### config.mk
export PLATFORM = sky130hd
export DESIGN_NAME = sobel_frame_sched_flat
export DESIGN_NICKNAME = d
export VERILOG_FILES = /design/src/rtl/sobel_frame_sched_if.sv /design/src/rtl/sobel_frame_sched.sv /design/src/flat_wrapper.sv
export SDC_FILE = /design/constraint.sdc
export NUM_CORES = 1
export LEC_CHECK = 0
export BUFFER_PORTS_ARGS = -buffer_cell sky130_fd_sc_hd__buf_2
export CORE_MARGIN = 5
export CORE_UTILIZATION = 36
export CTS_CLUSTER_SIZE = 25
export DETAILED_ROUTE_END_ITERATION = 6
export PLACE_DENSITY = 0.57
export SLEW_MARGIN = 20
export SYNTH_ARGS = -nofsm -noshare
export SYNTH_HDL_FRONTEND = slang
export SYNTH_SLANG_ARGS = --single-unit
### constraint.sdc
create_clock -name clk -period 11.35 [get_ports clk]
set_input_delay 2.27 -clock clk [delete_from_list [all_inputs] [get_ports clk]]
set_output_delay 2.27 -clock clk [all_outputs]
set_load 0.02 [all_outputs]
### src/rtl/sobel_frame_sched_if.sv
// Bus bundle between the Sobel frame scheduler and its surroundings:
// single-port BRAM read channel, kernel window link and output pixel stream.
interface sobel_frame_sched_if #(
    parameter int unsigned ADDR_W = 14
);
    logic              mem_en;
    logic [ADDR_W-1:0] mem_addr;
    logic [7:0]        mem_rdata;
    logic [63:0]       win_data;
    logic [7:0]        kern_result;
    logic [7:0]        pix_out;
    logic              pix_valid;
    logic              pix_ready;
    logic [ADDR_W-1:0] pix_index;

    // Scheduler side
    modport master (
        output mem_en, mem_addr, win_data, pix_out, pix_valid, pix_index,
        input  mem_rdata, kern_result, pix_ready
    );

    // BRAM / kernel / consumer side
    modport slave (
        input  mem_en, mem_addr, win_data, pix_out, pix_valid, pix_index,
        output mem_rdata, kern_result, pix_ready
    );
endinterface

### src/rtl/sobel_frame_sched.sv
// Sobel frame scheduler: walks a WIDTH x HEIGHT frame in raster order,
// serialises the eight neighbour reads through one BRAM port, hands the
// assembled window to the combinational kernel and streams results out.
// Border pixels are emitted as 0 without touching the BRAM.
// Optional build macro: SOBEL_SCHED_STALL_CNT_EN adds the stall_cycles
// output counting cycles where a pixel is offered but not accepted.
module sobel_frame_sched #(
    parameter int unsigned WIDTH    = 100,
    parameter int unsigned HEIGHT   = 100,
    parameter int unsigned BASE     = 1078,
    parameter int unsigned ADDR_W   = 14,
    parameter int unsigned READ_LAT = 1
) (
    input  logic                clk,
    input  logic                rst,
    input  logic                header_done,
    input  logic                start,
    sobel_frame_sched_if.master bus,
    output logic                busy,
    output logic                done
`ifdef SOBEL_SCHED_STALL_CNT_EN
    ,
    output logic [31:0]         stall_cycles
`endif
);

    localparam int unsigned AW1   = ADDR_W + 1;
    localparam int unsigned NPIX  = WIDTH * HEIGHT;
    localparam int unsigned COL_W = $clog2(WIDTH + 1);
    localparam int unsigned ROW_W = $clog2(HEIGHT + 1);

    typedef enum logic [2:0] {
        IDLE,
        CLASSIFY,
        FETCH,
        WAIT,
        LOAD,
        EMIT,
        FIN
    } state_t;

    state_t             state;
    logic [COL_W-1:0]   col;
    logic [ROW_W-1:0]   row;
    logic [2:0]         req_k;
    logic [1:0]         wait_cnt;
    logic               is_border;
    logic [READ_LAT-1:0] tag_vld;
    logic [2:0]         tag_k [READ_LAT];
    logic               border;

    // Neighbour address for slot k; the extra bit keeps the signed offsets exact
    function automatic logic [ADDR_W-1:0] nb_addr(input logic [ADDR_W-1:0] idx,
                                                  input logic [2:0]        k);
        logic [AW1-1:0] ctr;
        logic [AW1-1:0] w;
        logic [AW1-1:0] sum;
        ctr = AW1'(BASE) + AW1'(idx);
        w   = AW1'(WIDTH);
        case (k)
            3'd0:    sum = ctr - w - AW1'(1);
            3'd1:    sum = ctr - w;
            3'd2:    sum = ctr - w + AW1'(1);
            3'd3:    sum = ctr - AW1'(1);
            3'd4:    sum = ctr + AW1'(1);
            3'd5:    sum = ctr + w - AW1'(1);
            3'd6:    sum = ctr + w;
            default: sum = ctr + w + AW1'(1);
        endcase
        return ADDR_W'(sum);
    endfunction

    // Current pixel lies on the frame edge
    assign border = (row == '0) || (row == ROW_W'(HEIGHT - 1)) ||
                    (col == '0) || (col == COL_W'(WIDTH - 1));

    // Scheduler FSM, read tag pipeline and window capture
    always_ff @(posedge clk) begin
        if (rst || !header_done) begin
            state         <= IDLE;
            bus.mem_en    <= 1'b0;
            bus.mem_addr  <= '0;
            bus.win_data  <= '0;
            bus.pix_out   <= '0;
            bus.pix_valid <= 1'b0;
            bus.pix_index <= '0;
            busy          <= 1'b0;
            done          <= 1'b0;
            col           <= '0;
            row           <= '0;
            req_k         <= '0;
            wait_cnt      <= '0;
            is_border     <= 1'b0;
            tag_vld       <= '0;
            for (int i = 0; i < int'(READ_LAT); i++) tag_k[i] <= '0;
`ifdef SOBEL_SCHED_STALL_CNT_EN
            stall_cycles  <= '0;
`endif
        end else begin
            done <= 1'b0;

            // Each issued read carries its window slot until the data returns
            tag_vld[0] <= bus.mem_en;
            tag_k[0]   <= req_k;
            for (int i = 1; i < int'(READ_LAT); i++) begin
                tag_vld[i] <= tag_vld[i-1];
                tag_k[i]   <= tag_k[i-1];
            end
            if (tag_vld[READ_LAT-1]) begin
                bus.win_data[{tag_k[READ_LAT-1], 3'b000} +: 8] <= bus.mem_rdata;
            end

            case (state)
                IDLE: begin
                    if (start) begin
                        state         <= CLASSIFY;
                        bus.pix_index <= '0;
                        col           <= '0;
                        row           <= '0;
                        busy          <= 1'b1;
`ifdef SOBEL_SCHED_STALL_CNT_EN
                        stall_cycles  <= '0;
`endif
                    end
                end

                CLASSIFY: begin
                    if (border) begin
                        // Border pixels use the LOAD slot to present a forced 0
                        is_border <= 1'b1;
                        state     <= LOAD;
                    end else begin
                        is_border    <= 1'b0;
                        state        <= FETCH;
                        req_k        <= '0;
                        bus.mem_en   <= 1'b1;
                        bus.mem_addr <= nb_addr(bus.pix_index, 3'd0);
                    end
                end

                FETCH: begin
                    if (req_k == 3'd7) begin
                        bus.mem_en <= 1'b0;
                        wait_cnt   <= '0;
                        state      <= WAIT;
                    end else begin
                        req_k        <= req_k + 3'd1;
                        bus.mem_addr <= nb_addr(bus.pix_index, req_k + 3'd1);
                    end
                end

                WAIT: begin
                    if (wait_cnt == 2'(READ_LAT - 1)) begin
                        state <= LOAD;
                    end else begin
                        wait_cnt <= wait_cnt + 2'd1;
                    end
                end

                LOAD: begin
                    bus.pix_out   <= is_border ? 8'd0 : bus.kern_result;
                    bus.pix_valid <= 1'b1;
                    state         <= EMIT;
                end

                EMIT: begin
                    if (bus.pix_ready) begin
                        bus.pix_valid <= 1'b0;
                        if (bus.pix_index == ADDR_W'(NPIX - 1)) begin
                            done  <= 1'b1;
                            busy  <= 1'b0;
                            state <= FIN;
                        end else begin
                            bus.pix_index <= bus.pix_index + ADDR_W'(1);
                            if (col == COL_W'(WIDTH - 1)) begin
                                col <= '0;
                                row <= row + ROW_W'(1);
                            end else begin
                                col <= col + COL_W'(1);
                            end
                            state <= CLASSIFY;
                        end
                    end else begin
`ifdef SOBEL_SCHED_STALL_CNT_EN
                        if (stall_cycles != '1) stall_cycles <= stall_cycles + 32'd1;
`endif
                    end
                end

                FIN: begin
                    state <= IDLE;
                end

                default: begin
                    state <= IDLE;
                end
            endcase
        end
    end

endmodule

### src/flat_wrapper.sv
// flat-port wrapper written by rule: the top's interface ports become plain ports
module sobel_frame_sched_flat 
#(
    parameter int unsigned WIDTH    = 100,
    parameter int unsigned HEIGHT   = 100,
    parameter int unsigned BASE     = 1078,
    parameter int unsigned ADDR_W   = 14,
    parameter int unsigned READ_LAT = 1
)
  (clk, rst, header_done, start, busy, done, bus_mem_en, bus_mem_addr, bus_win_data, bus_pix_out, bus_pix_valid, bus_pix_index, bus_mem_rdata, bus_kern_result, bus_pix_ready);
  sobel_frame_sched_if #(.ADDR_W(ADDR_W)) bus_i ();
  input  logic clk;
  input  logic rst;
  input  logic header_done;
  input  logic start;
  output logic busy;
  output logic done;
  output wire logic [$bits(bus_i.mem_en)-1:0] bus_mem_en;
  output wire logic [$bits(bus_i.mem_addr)-1:0] bus_mem_addr;
  output wire logic [$bits(bus_i.win_data)-1:0] bus_win_data;
  output wire logic [$bits(bus_i.pix_out)-1:0] bus_pix_out;
  output wire logic [$bits(bus_i.pix_valid)-1:0] bus_pix_valid;
  output wire logic [$bits(bus_i.pix_index)-1:0] bus_pix_index;
  input wire logic [$bits(bus_i.mem_rdata)-1:0] bus_mem_rdata;
  input wire logic [$bits(bus_i.kern_result)-1:0] bus_kern_result;
  input wire logic [$bits(bus_i.pix_ready)-1:0] bus_pix_ready;
  assign bus_mem_en = bus_i.mem_en;
  assign bus_mem_addr = bus_i.mem_addr;
  assign bus_win_data = bus_i.win_data;
  assign bus_pix_out = bus_i.pix_out;
  assign bus_pix_valid = bus_i.pix_valid;
  assign bus_pix_index = bus_i.pix_index;
  assign bus_i.mem_rdata = bus_mem_rdata;
  assign bus_i.kern_result = bus_kern_result;
  assign bus_i.pix_ready = bus_pix_ready;
  sobel_frame_sched #(.WIDTH(WIDTH), .HEIGHT(HEIGHT), .BASE(BASE), .ADDR_W(ADDR_W), .READ_LAT(READ_LAT)) u_core (.clk(clk), .rst(rst), .header_done(header_done), .start(start), .bus(bus_i), .busy(busy), .done(done));
endmodule
Word level (Yosys, flattened, before mapping)
Memory sizes are Yosys's and may differ from the RTL's.
Cells that the tools add are included.
{"block": "word_totals", "regBits": 128, "ramBits": 3, "inputBits": 21, "output_inout_bits": 104, "word_cells": 132, "memories": 1}
{"block": "op_classes", "add_sub_neg": 15, "eq_ne": 25, "shift": 2, "n_mux": 48, "bitwise": 2, "reduce_logical": 24}
{"name": "u_core.tag_k", "depth": 1, "word_bits": 3, "rd": 1, "rd_clocked_by_memory_dff": 0, "wr": 1, "line": "sobel_frame_sched.sv:49", "rtl": "logic [2:0] tag_k [READ_LAT];"}
{"cell": "14-bit case mux with 7 select lines", "count": 1}
{"cell": "14-bit two-way mux", "count": 5}
{"cell": "64-bit bitwise mux", "count": 1}
{"cell": "8-bit by 8-bit variable shift with 64-bit output, first input constant", "count": 1}
{"cell": "8-bit by 8-bit indexed part select with 64-bit output", "count": 1}
{"cell": "14-bit by 1-bit adder with 14-bit output, second input constant", "count": 4}
{"cell": "14-bit case mux with 2 select lines", "count": 2}
{"cell": "7-bit two-way mux", "count": 7}
{"cell": "14-bit by 1-bit subtractor with 14-bit output, second input constant", "count": 3}
{"cell": "7-bit case mux with 2 select lines", "count": 2}
{"cell": "3-bit two-way mux", "count": 9}
{"cell": "3-bit == test, second input constant", "count": 6}
{"cell": "3-bit case mux with 6 select lines", "count": 1}
{"cell": "11-bit by 14-bit adder with 14-bit output, first input constant", "count": 1}
{"cell": "14-bit by 7-bit adder with 14-bit output, second input constant", "count": 1}
{"cell": "7-bit by 1-bit adder with 7-bit output, second input constant", "count": 2}
{"cell": "14-bit == test, second input constant", "count": 1}
{"cell": "7-bit == test, second input constant", "count": 2}
{"cell": "7-bit logical NOT", "count": 2}
{"cell": "14-bit by 7-bit subtractor with 14-bit output, second input constant", "count": 1}
{"cell": "3-bit by 2-bit == test with 1-bit output, second input constant", "count": 4}
{"cell": "1-bit two-way mux", "count": 12}
{"cell": "2-bit inequality test, second input constant", "count": 6}
{"cell": "4-bit AND reduction", "count": 3}
{"cell": "other kinds (20)", "count": 38}

Longest topological paths before layout
Gate-level depths: netlist of run 1.
{"block": "depth", "depth_word": 6, "mapped_depth": 20, "ltp_nobuf": 18}

Worst setup path before layout of run 1
OpenSTA, ideal clock, no wires.
{"block": "synth_path", "path_kind": "flip-flop to flip-flop", "start": "reg u_core.bus.pix_index[1]", "end": "reg u_core.bus.mem_addr[13]", "arrival_ns": 4.331, "required_ns": 11.219, "slack_ns": 6.889, "stages_incl_launch_ff": 20, "synth_period_minus_slack_ns": 4.461, "path_cell_list": "dfxtp_1 -> inv_1 -> ha_1 -> nand2b_1 -> nand2_1 -> clkbuf_1 -> and2_1 -> clkbuf_1 -> xnor2_1 -> ha_1 -> o21a_1 -> o21a_1 -> a2111oi_0 -> o31ai_1 -> a21o_1 -> a21oi_1 -> xor2_1 -> nor2_1 -> o2111ai_1 -> o211ai_1"}
{"block": "synth_via", "elab_chain_cells": 6, "elab_cells_between_ends": 13, "classes_between": "9 x add/sub; 4 x mux"}
{"item": "start, declared", "line": "sobel_frame_sched_if.sv:18", "rtl": "output mem_en, mem_addr, win_data, pix_out, pix_valid, pix_index,"}
{"item": "start signal, assigned", "line": "sobel_frame_sched.sv:174", "rtl": "bus.pix_index <= bus.pix_index + ADDR_W'(1);"}
{"item": "11-bit by 14-bit adder with 14-bit output (*)", "line": "sobel_frame_sched.sv:58", "rtl": "ctr = AW1'(BASE) + AW1'(idx);"}
{"item": "14-bit by 7-bit adder with 14-bit output / 14-bit by 7-bit subtractor with 14-bit output (equally long branches)"}
{"item": "14-bit by 1-bit adder with 14-bit output (tied with other cells)"}
{"item": "14-bit case mux with 7 select lines", "line": "sobel_frame_sched.sv:60", "rtl": "case (k)"}
{"item": "14-bit two-way mux", "line": "sobel_frame_sched.sv:142", "rtl": "if (req_k == 3'd7) begin"}
{"item": "14-bit case mux with 2 select lines (*)", "line": "sobel_frame_sched.sv:113", "rtl": "case (state)"}
{"item": "end signal, assigned", "line": "sobel_frame_sched.sv:137", "rtl": "bus.mem_addr <= nb_addr(bus.pix_index, 3'd0);"}
{"item": "end signal, assigned", "line": "sobel_frame_sched.sv:148", "rtl": "bus.mem_addr <= nb_addr(bus.pix_index, req_k + 3'd1);"}
{"item": "end, declared", "line": "sobel_frame_sched_if.sv:18"}
Mark *: on every way between the ends. The rest lies on a longest branch, timed or not. The select of a mux whose other input is x is not followed.
A chain may end at the register's enable or synchronous reset.

Worst setup path in the final report of run 1
Same ends and word-level chain as after synthesis.

==> impl_metrics.csv, run 1 <==
group,metric,value,unit
grt,grt_pass1_wl,40400,µm
clocking,postCtsSetupBuffers,0,
die,ios,125,
grt,antenna_found_initial,0,
timing,finalCriticalPeriod,5.04,ns
clocking,cts.sinks,131,
route,ant_nets,0,
timing,period_share,0.444,
clocking,cts_resized,0,
status,run_status,"finished, final reports clean",
grt,grt-busiest-layer,"met2",
route,drt_iter0_markers,605,
setup_path,path_buf_inv,2,
logic_synthesis,syn_nets,1148,
grt,gr-usage-met2,0.298,
setup_path,crit_fanout,15,
grt,grt_max_degree,96,
layout,layoutNonFillerInstCount,1497,
logic_synthesis,ys_seq_area_frac,0.313,
route,via_per_inst,5.38,
logic_synthesis,syn_area,0.00837,mm²
route,wl,25700,µm
logic_synthesis,synthDistinctLibCells,75,
pwr,switchingPower,267,µW
clocking,cts_tree,"yes",
timing,final-setup-viol-count,0,
die,start_util,0.368,
clocking,postCtsHoldBufs,0,
timing,hold_viol,0,
grt,grt-ovfl-total,0,
layout,n_antenna_cell,0,
route,drc,0,
die,die_area,0.0264,mm²
place,io_buffers,124,
timing,whs,0.448,ns
timing,slew_headroom,0.333,
setup_path,endpoint_kind,"register",
grt,grtUsageMet1,0.268,
logic_synthesis,syn_area_per_cell,7.71,µm²
clocking,insertion_delay,0.43,ns
layout,area_delta_synth_final,17.2,%
clocking,path_clk_slew,0.07,ns
clocking,clockBufferDepth,2,
place,post-dp-hpwl,19200,µm
logic_synthesis,ys_warn_count,0,
die,die_y,163,µm
place,dp_cells,1464,
timing,finalSetupTns,0,ns
grt,met3_usage,0.0332,
setup_path,cp_common_cell,"xnor2_1",
setup_path,critical_path_arrival,5.33,ns
die,placementRows,55,
route,vias,8061,
grt,track_usage,0.190,
logic_synthesis,ys.flop_type,"dfxtp_1",
setup_path,path_class,"register to register",
route,dr.pass1.iters,5,
pwr,power_frac_seq,0.448,
logic_synthesis,synth_edf_count,0,
setup_path,crit_family,"simple AND/OR/NAND/NOR gates",
timing,slew_violations,0,
timing,rsz0062_at_grt,"false",
clocking,cts_buffers,17,
route,post_drt_wl_per_cell,17.1,µm
layout,nets,1233,
setup_path,cp-start-kind,"register",
clocking,h-tree-depth,4,
pwr,swShare,0.260,
timing,clock.fmax,0.199,GHz
pwr,p_leak,0.00384,µW
pwr,comb_power_share,0.028,
setup_path,crit_path_cell_trace,"inv_1, ha_1, xnor2_1, inv_1, ha_1, nand2b_1, mux2i_1, a211oi_2, nand2b_1, xnor2_1, or3_1, nor4b_1, xnor2_1, a221oi_1, o211ai_1",
logic_synthesis,synth_cells,1086,
setup_path,max_stage_delay,0.65,ns
logic_synthesis,synthArstFlopShare,0,
logic_synthesis,synth-seq-cells,131,
pwr,vdd_drop_max,0.0700,mV
flow_run,drv_cap,0,
pwr,p_per_area,105,mW/mm²
place,gp_congestion,0.884,
timing,tightest_slew,0.998,ns
setup_path,cpMaxStageDelayCell,"dfxtp_1",
pwr,p_clk_frac,0.524,
pwr,internal-power,762,µW
min_path,hp-class,"register to register",
setup_path,required,11.64,ns
die,dieWidth,163,µm
clocking,clockRootBuffer,"clkbuf_16",
grt,grt_pass1_vias,7319,
die,coreArea,0.0228,mm²
timing,fin_skew,0.0136,ns
layout,drive_gt1_frac,0.158,
==> state kept, by name, summed over array words and instances, names as in the netlist, 2 cells and up <==
register              count
u_core.bus.pix_out        8
u_core.req_k              3
u_core.tag_k              3
u_core.col                7
u_core.bus.mem_addr      14
u_core.row                7
u_core.bus.win_data      64
u_core.state              3
u_core.wait_cnt           2
u_core.bus.pix_index     14
==> cells by family (layout without fill, tap and decap cells) <==
kind of cell	Yosys count	after routing	synth area share
simple gates	425	425	0.243
buf+inv	98	196	0.0460
xor+xnor	96	96	0.102
fa+ha+maj	41	41	0.0622
mux	21	21	0.0253
flops	131	131	0.313
compound gates	274	274	0.209
==> worst min-delay path: stages, from the launching register on <==
cell and delay, ns:
dfxtp_1 0.31, nand2_1 0.05, a21oi_1 0.05
==> worst paths after layout <==
path / startpoint / cells after the start / to / slack [ns]
worst max-delay path: u_core.bus.pix_index[1]$_SDFFE_PP0P_ / 15 / u_core.bus.mem_addr[13]$_SDFFE_PP0P_ / 6.31
worst min-delay path: u_core.bus.pix_out[3]$_SDFFE_PP0P_ / 2 / u_core.bus.pix_out[3]$_SDFFE_PP0P_ / 0.45
worst min register to register: u_core.bus.pix_out[3]$_SDFFE_PP0P_ / 2 / u_core.bus.pix_out[3]$_SDFFE_PP0P_ / 0.45
worst max register to register: u_core.bus.pix_index[1]$_SDFFE_PP0P_ / 15 / u_core.bus.mem_addr[13]$_SDFFE_PP0P_ / 6.31
==> power by group through the flow <==
stage	clock [µW]	combinational, µW	sequential [µW]
after floorplan	0	16.9	472
after global placement	0	28.0	472
after detailed placement	0	27.8	472
after CTS	552	27.8	462
after global routing	574	31.6	462
final	539	28.7	462
==> synth_stat cells, types with 7 or more instances <==
cell type	count	area share
clkbuf_1	54	0.024
nor2b_1	12	0.0090
o22ai_1	8	0.0060
inv_1	26	0.012
a31oi_1	7	0.0052
nor3_1	14	0.0084
nand2_1	119	0.053
nand3b_1	9	0.0081
o211ai_1	19	0.017
a22oi_1	11	0.0099
o21ai_0	45	0.027
buf_2	8	0.0048
nor4_1	9	0.0067
a21o_1	7	0.0063
nand3_1	61	0.036
or3_1	14	0.010
xor2_1	34	0.036
ha_1	40	0.060
buf_1	9	0.0040
dfxtp_1	131	0.31
a21oi_1	110	0.066
nand4_1	26	0.019
xnor2_1	61	0.064
nor2_1	114	0.051
and2_1	12	0.0090
a221oi_1	7	0.0073
mux2i_1	20	0.024
nand2b_1	10	0.0075
==> cells in the final DEF, fill, tap and decap left out, types with 17 or more instances in the layout <==
cell type	n
xnor2_1	61
nand2_1	119
xor2_1	34
o21ai_0	45
inv_1	26
mux2i_1	20
ha_1	40
a21oi_1	110
nor2_1	114
buf_2	124
o211ai_1	19
nand3_1	61
clkbuf_16	17
nand4_1	26
dfxtp_1	131
==> through the flow <==
| step | total power [µW] | worst slack (ns) | util | cell area, µm² |
|---|---|---|---|---|
| after floorplan | 489 | 6.89 | - | 8370 |
| after global placement | 500 | 6.43 | 0.404 | 9200 |
| after detailed placement | 500 | 6.45 | 0.404 | 9200 |
| after CTS | 1040 | 6.40 | 0.430 | 9790 |
| after global routing | 1070 | 5.97 | 0.431 | 9810 |
| final | 1030 | 6.31 | 0.431 | 9810 |
==> layout make-up <==
class	instances	area [µm²]
Multi-Input combinational cell	857	5370
Clock inverter	15	161
Tap cell	313	392
Inverter	26	97.6
Timing Repair Buffer	138	738
Clock buffer	17	425
Fill cell	2362	13000
Sequential cell	131	2620
==> layer usage <==
layer / up-vias / part of all wire
met5: - / 0
met4: 0 / 0.018
met3: 33 / 0.057
met2: 248 / 0.45
met1: 3735 / 0.48
li1: 4045 / -
No activity file was read; power rests on OpenSTA's default activity.
==> inputs of run 2 (changes only) <==
--- a/config.mk
+++ b/config.mk
@@ -10,7 +10,7 @@
 export CORE_UTILIZATION = 36
 export CTS_CLUSTER_SIZE = 25
 export DETAILED_ROUTE_END_ITERATION = 6
-export PLACE_DENSITY = 0.57
+export PLACE_DENSITY = 0.59
 export SLEW_MARGIN = 20
 export SYNTH_ARGS = -nofsm -noshare
 export SYNTH_HDL_FRONTEND = slang
==> constraint.sdc (replaced) <==
create_clock -name clk -period 4.5 [get_ports clk]
set_input_delay 0.9 -clock clk [delete_from_list [all_inputs] [get_ports clk]]
set_output_delay 0.9 -clock clk [all_outputs]
set_load 0.02 [all_outputs]
==> run 2 against run 1 <==
  * First-iteration DRC count rose by 9.6%
  * Core utilization rose by 0.61 points
  * Register-to-register slack got worse by 6.0 ns
  * Fmax rose by 21%
  * Combinational power rose by 140%
  * Non-clock buffer count rose by 17
  * Highest routed layer unchanged
  * Clock-buffer cell count did not move
  * Sequential cell count did not move
  * Wire length rose by 1.4%
  * Total power rose to 2.6 times the previous value
==> impl_metrics.csv, run 2 (synthesis results as in run 1) <==
group,metric,value,unit
pwr,vdd_drop_max,0.173,mV
layout,largest_reg_flops,64,
clocking,cts_resized,0,
layout,reg_top3,"u_core.bus.win_data (64), u_core.bus.mem_addr (14), u_core.bus.pix_index (14)",
place,gp_congestion,0.933,
die,placementRows,55,
die,ios,125,
place,dp_cells,1482,
setup_path,critical_path_arrival,4.46,ns
die,die_area,0.0264,mm²
grt,grt_max_degree,96,
layout,area_delta_synth_final,18.8,%
flow_run,drv_cap,0,
layout,layoutNonFillerInstCount,1514,
setup_path,crit_fanout,10,
setup_path,cpMaxStageDelayCell,"a2111oi_0",
timing,fin_skew,0.0161,ns
pwr,internal-power,1980,µW
grt,grt_pass1_wl,40800,µm
clocking,cts_tree,"yes",
die,start_util,0.368,
setup_path,required,4.79,ns
clocking,path_clk_slew,0.07,ns
timing,slew_violations,0,
setup_path,max_stage_delay,0.63,ns
clocking,clockBufferDepth,2,
setup_path,path_buf_inv,0,
min_path,hp-class,"register to register",
timing,finalSetupTns,0,ns
route,ant_nets,0,
die,die_y,163,µm
route,via_per_inst,5.44,
pwr,p_per_area,268,mW/mm²
setup_path,path_class,"register to register",
route,drc,0,
grt,grt-ovfl-total,0,
layout,nets,1250,
timing,tightest_slew,1.09,ns
clocking,cts_buffers,17,
grt,grt_pass1_vias,7481,
route,vias,8242,
status,run_status,"finished, final reports clean",
grt,track_usage,0.190,
timing,clock.fmax,0.240,GHz
timing,period_share,0.926,
die,coreArea,0.0228,mm²
clocking,insertion_delay,0.42,ns
route,drt_iter0_markers,663,
pwr,p_clk_frac,0.536,
timing,final-setup-viol-count,0,
timing,hold_viol,0,
setup_path,cp_common_cell,"ha_1",
clocking,clockRootBuffer,"clkbuf_16",
pwr,swShare,0.257,
route,dr.pass1.iters,5,
layout,final_cell_mix,"131 x dfxtp_1, 124 x buf_2, 119 x nand2_1",
route,wl,26000,µm
pwr,comb_power_share,0.026,
layout,multi_input_area,0.00537,mm²
timing,finalCriticalPeriod,4.16,ns
timing,slew_headroom,0.271,
place,io_buffers,124,
clocking,postCtsHoldBufs,0,
timing,rsz0062_at_grt,"false",
layout,seq_area,0.00262,mm²
clocking,cts.sinks,131,
layout,num-fill-cells,2322,
setup_path,crit_path_cell_trace,"ha_1, ha_1, nor2b_1, ha_1, a211oi_1, o21ai_0, a2111oi_0, o31ai_1, a21o_1, a21oi_1, xor2_1, nor2_1, o2111ai_1, o211ai_1",
clocking,postCtsSetupBuffers,0,
route,post_drt_wl_per_cell,17.2,µm
pwr,p_leak,0.00393,µW
layout,final_common_cell,"dfxtp_1",
layout,n_antenna_cell,0,
die,dieWidth,163,µm
layout,regMostFlops,"u_core.bus.win_data",
place,post-dp-hpwl,19300,µm
layout,drive_gt1_frac,0.170,
setup_path,endpoint_kind,"register",
grt,antenna_found_initial,0,
setup_path,cp-start-kind,"register",
pwr,switchingPower,684,µW
clocking,h-tree-depth,4,
pwr,power_frac_seq,0.437,
setup_path,crit_family,"compound AO/OA/AOI/OAI gates",
run 2: worst min-delay path: cells and delay by family (launching register included):
family,cells,cell delay [ns]
AOI/OAI and AO/OA,1,0.05
DFF,1,0.30
and+or+nand+nor,1,0.05
run 2: path summary, 6_finish.rpt:
| check | start | end | slack, ns | cells past startpoint |
|---|---|---|---|---|
| worst max-delay path | u_core.req_k[0]$_SDFFE_PP0P_ | u_core.bus.mem_addr[13]$_SDFFE_PP0P_ | 0.34 | 14 |
| worst min-delay path | u_core.bus.pix_out[6]$_SDFFE_PP0P_ | u_core.bus.pix_out[6]$_SDFFE_PP0P_ | 0.45 | 2 |
| worst max register to register | u_core.req_k[0]$_SDFFE_PP0P_ | u_core.bus.mem_addr[13]$_SDFFE_PP0P_ | 0.34 | 14 |
| worst min register to register | u_core.bus.pix_out[6]$_SDFFE_PP0P_ | u_core.bus.pix_out[6]$_SDFFE_PP0P_ | 0.45 | 2 |
run 2: through the flow:
stage | hold slack, ns | setup WS [ns] | power, µW | util | instance area [µm²]
2_1_floorplan | 0.454 | 0.0386 | 1230 | - | 8370
3_3_place_gp | 0.436 | 0.426 | 1260 | 0.410 | 9340
3_5_place_dp | 0.442 | 0.450 | 1260 | 0.410 | 9340
4_1_cts | 0.451 | 0.422 | 2690 | 0.437 | 9950
5_1_grt | 0.471 | 0.0859 | 2750 | 0.437 | 9950
6_report | 0.446 | 0.335 | 2660 | 0.437 | 9950
run 2: layout make-up:
type / instances / share of cell area
repair buffers: 155 / 0.0858
inverters: 26 / 0.00981
clock inverters: 15 / 0.0186
multi-input cells: 857 / 0.540
clock buffers: 17 / 0.0428
well taps: 313 / 0.0394
flip-flops and latches: 131 / 0.264
run 2: per-layer routing:
| layer | wire [µm] | vias up | global-route usage |
|---|---|---|---|
| li1 | - | 4078 | - |
| met1 | 12300 | 3829 | 0.269 |
| met2 | 11200 | 302 | 0.287 |
| met3 | 2050 | 33 | 0.0425 |
| met4 | 456 | 0 | 0.0596 |
| met5 | 0 | - | 0 |
run 2: power by group through the flow:
stage          clock network (µW)  registers (µW)  logic (µW)
2_1_floorplan                   0            1190        42.5
3_3_place_gp                    0            1190        69.8
3_5_place_dp                    0            1190        69.1
4_1_cts                      1460            1160        69.3
5_1_grt                      1510            1160        75.1
6_report                     1430            1160        69.6
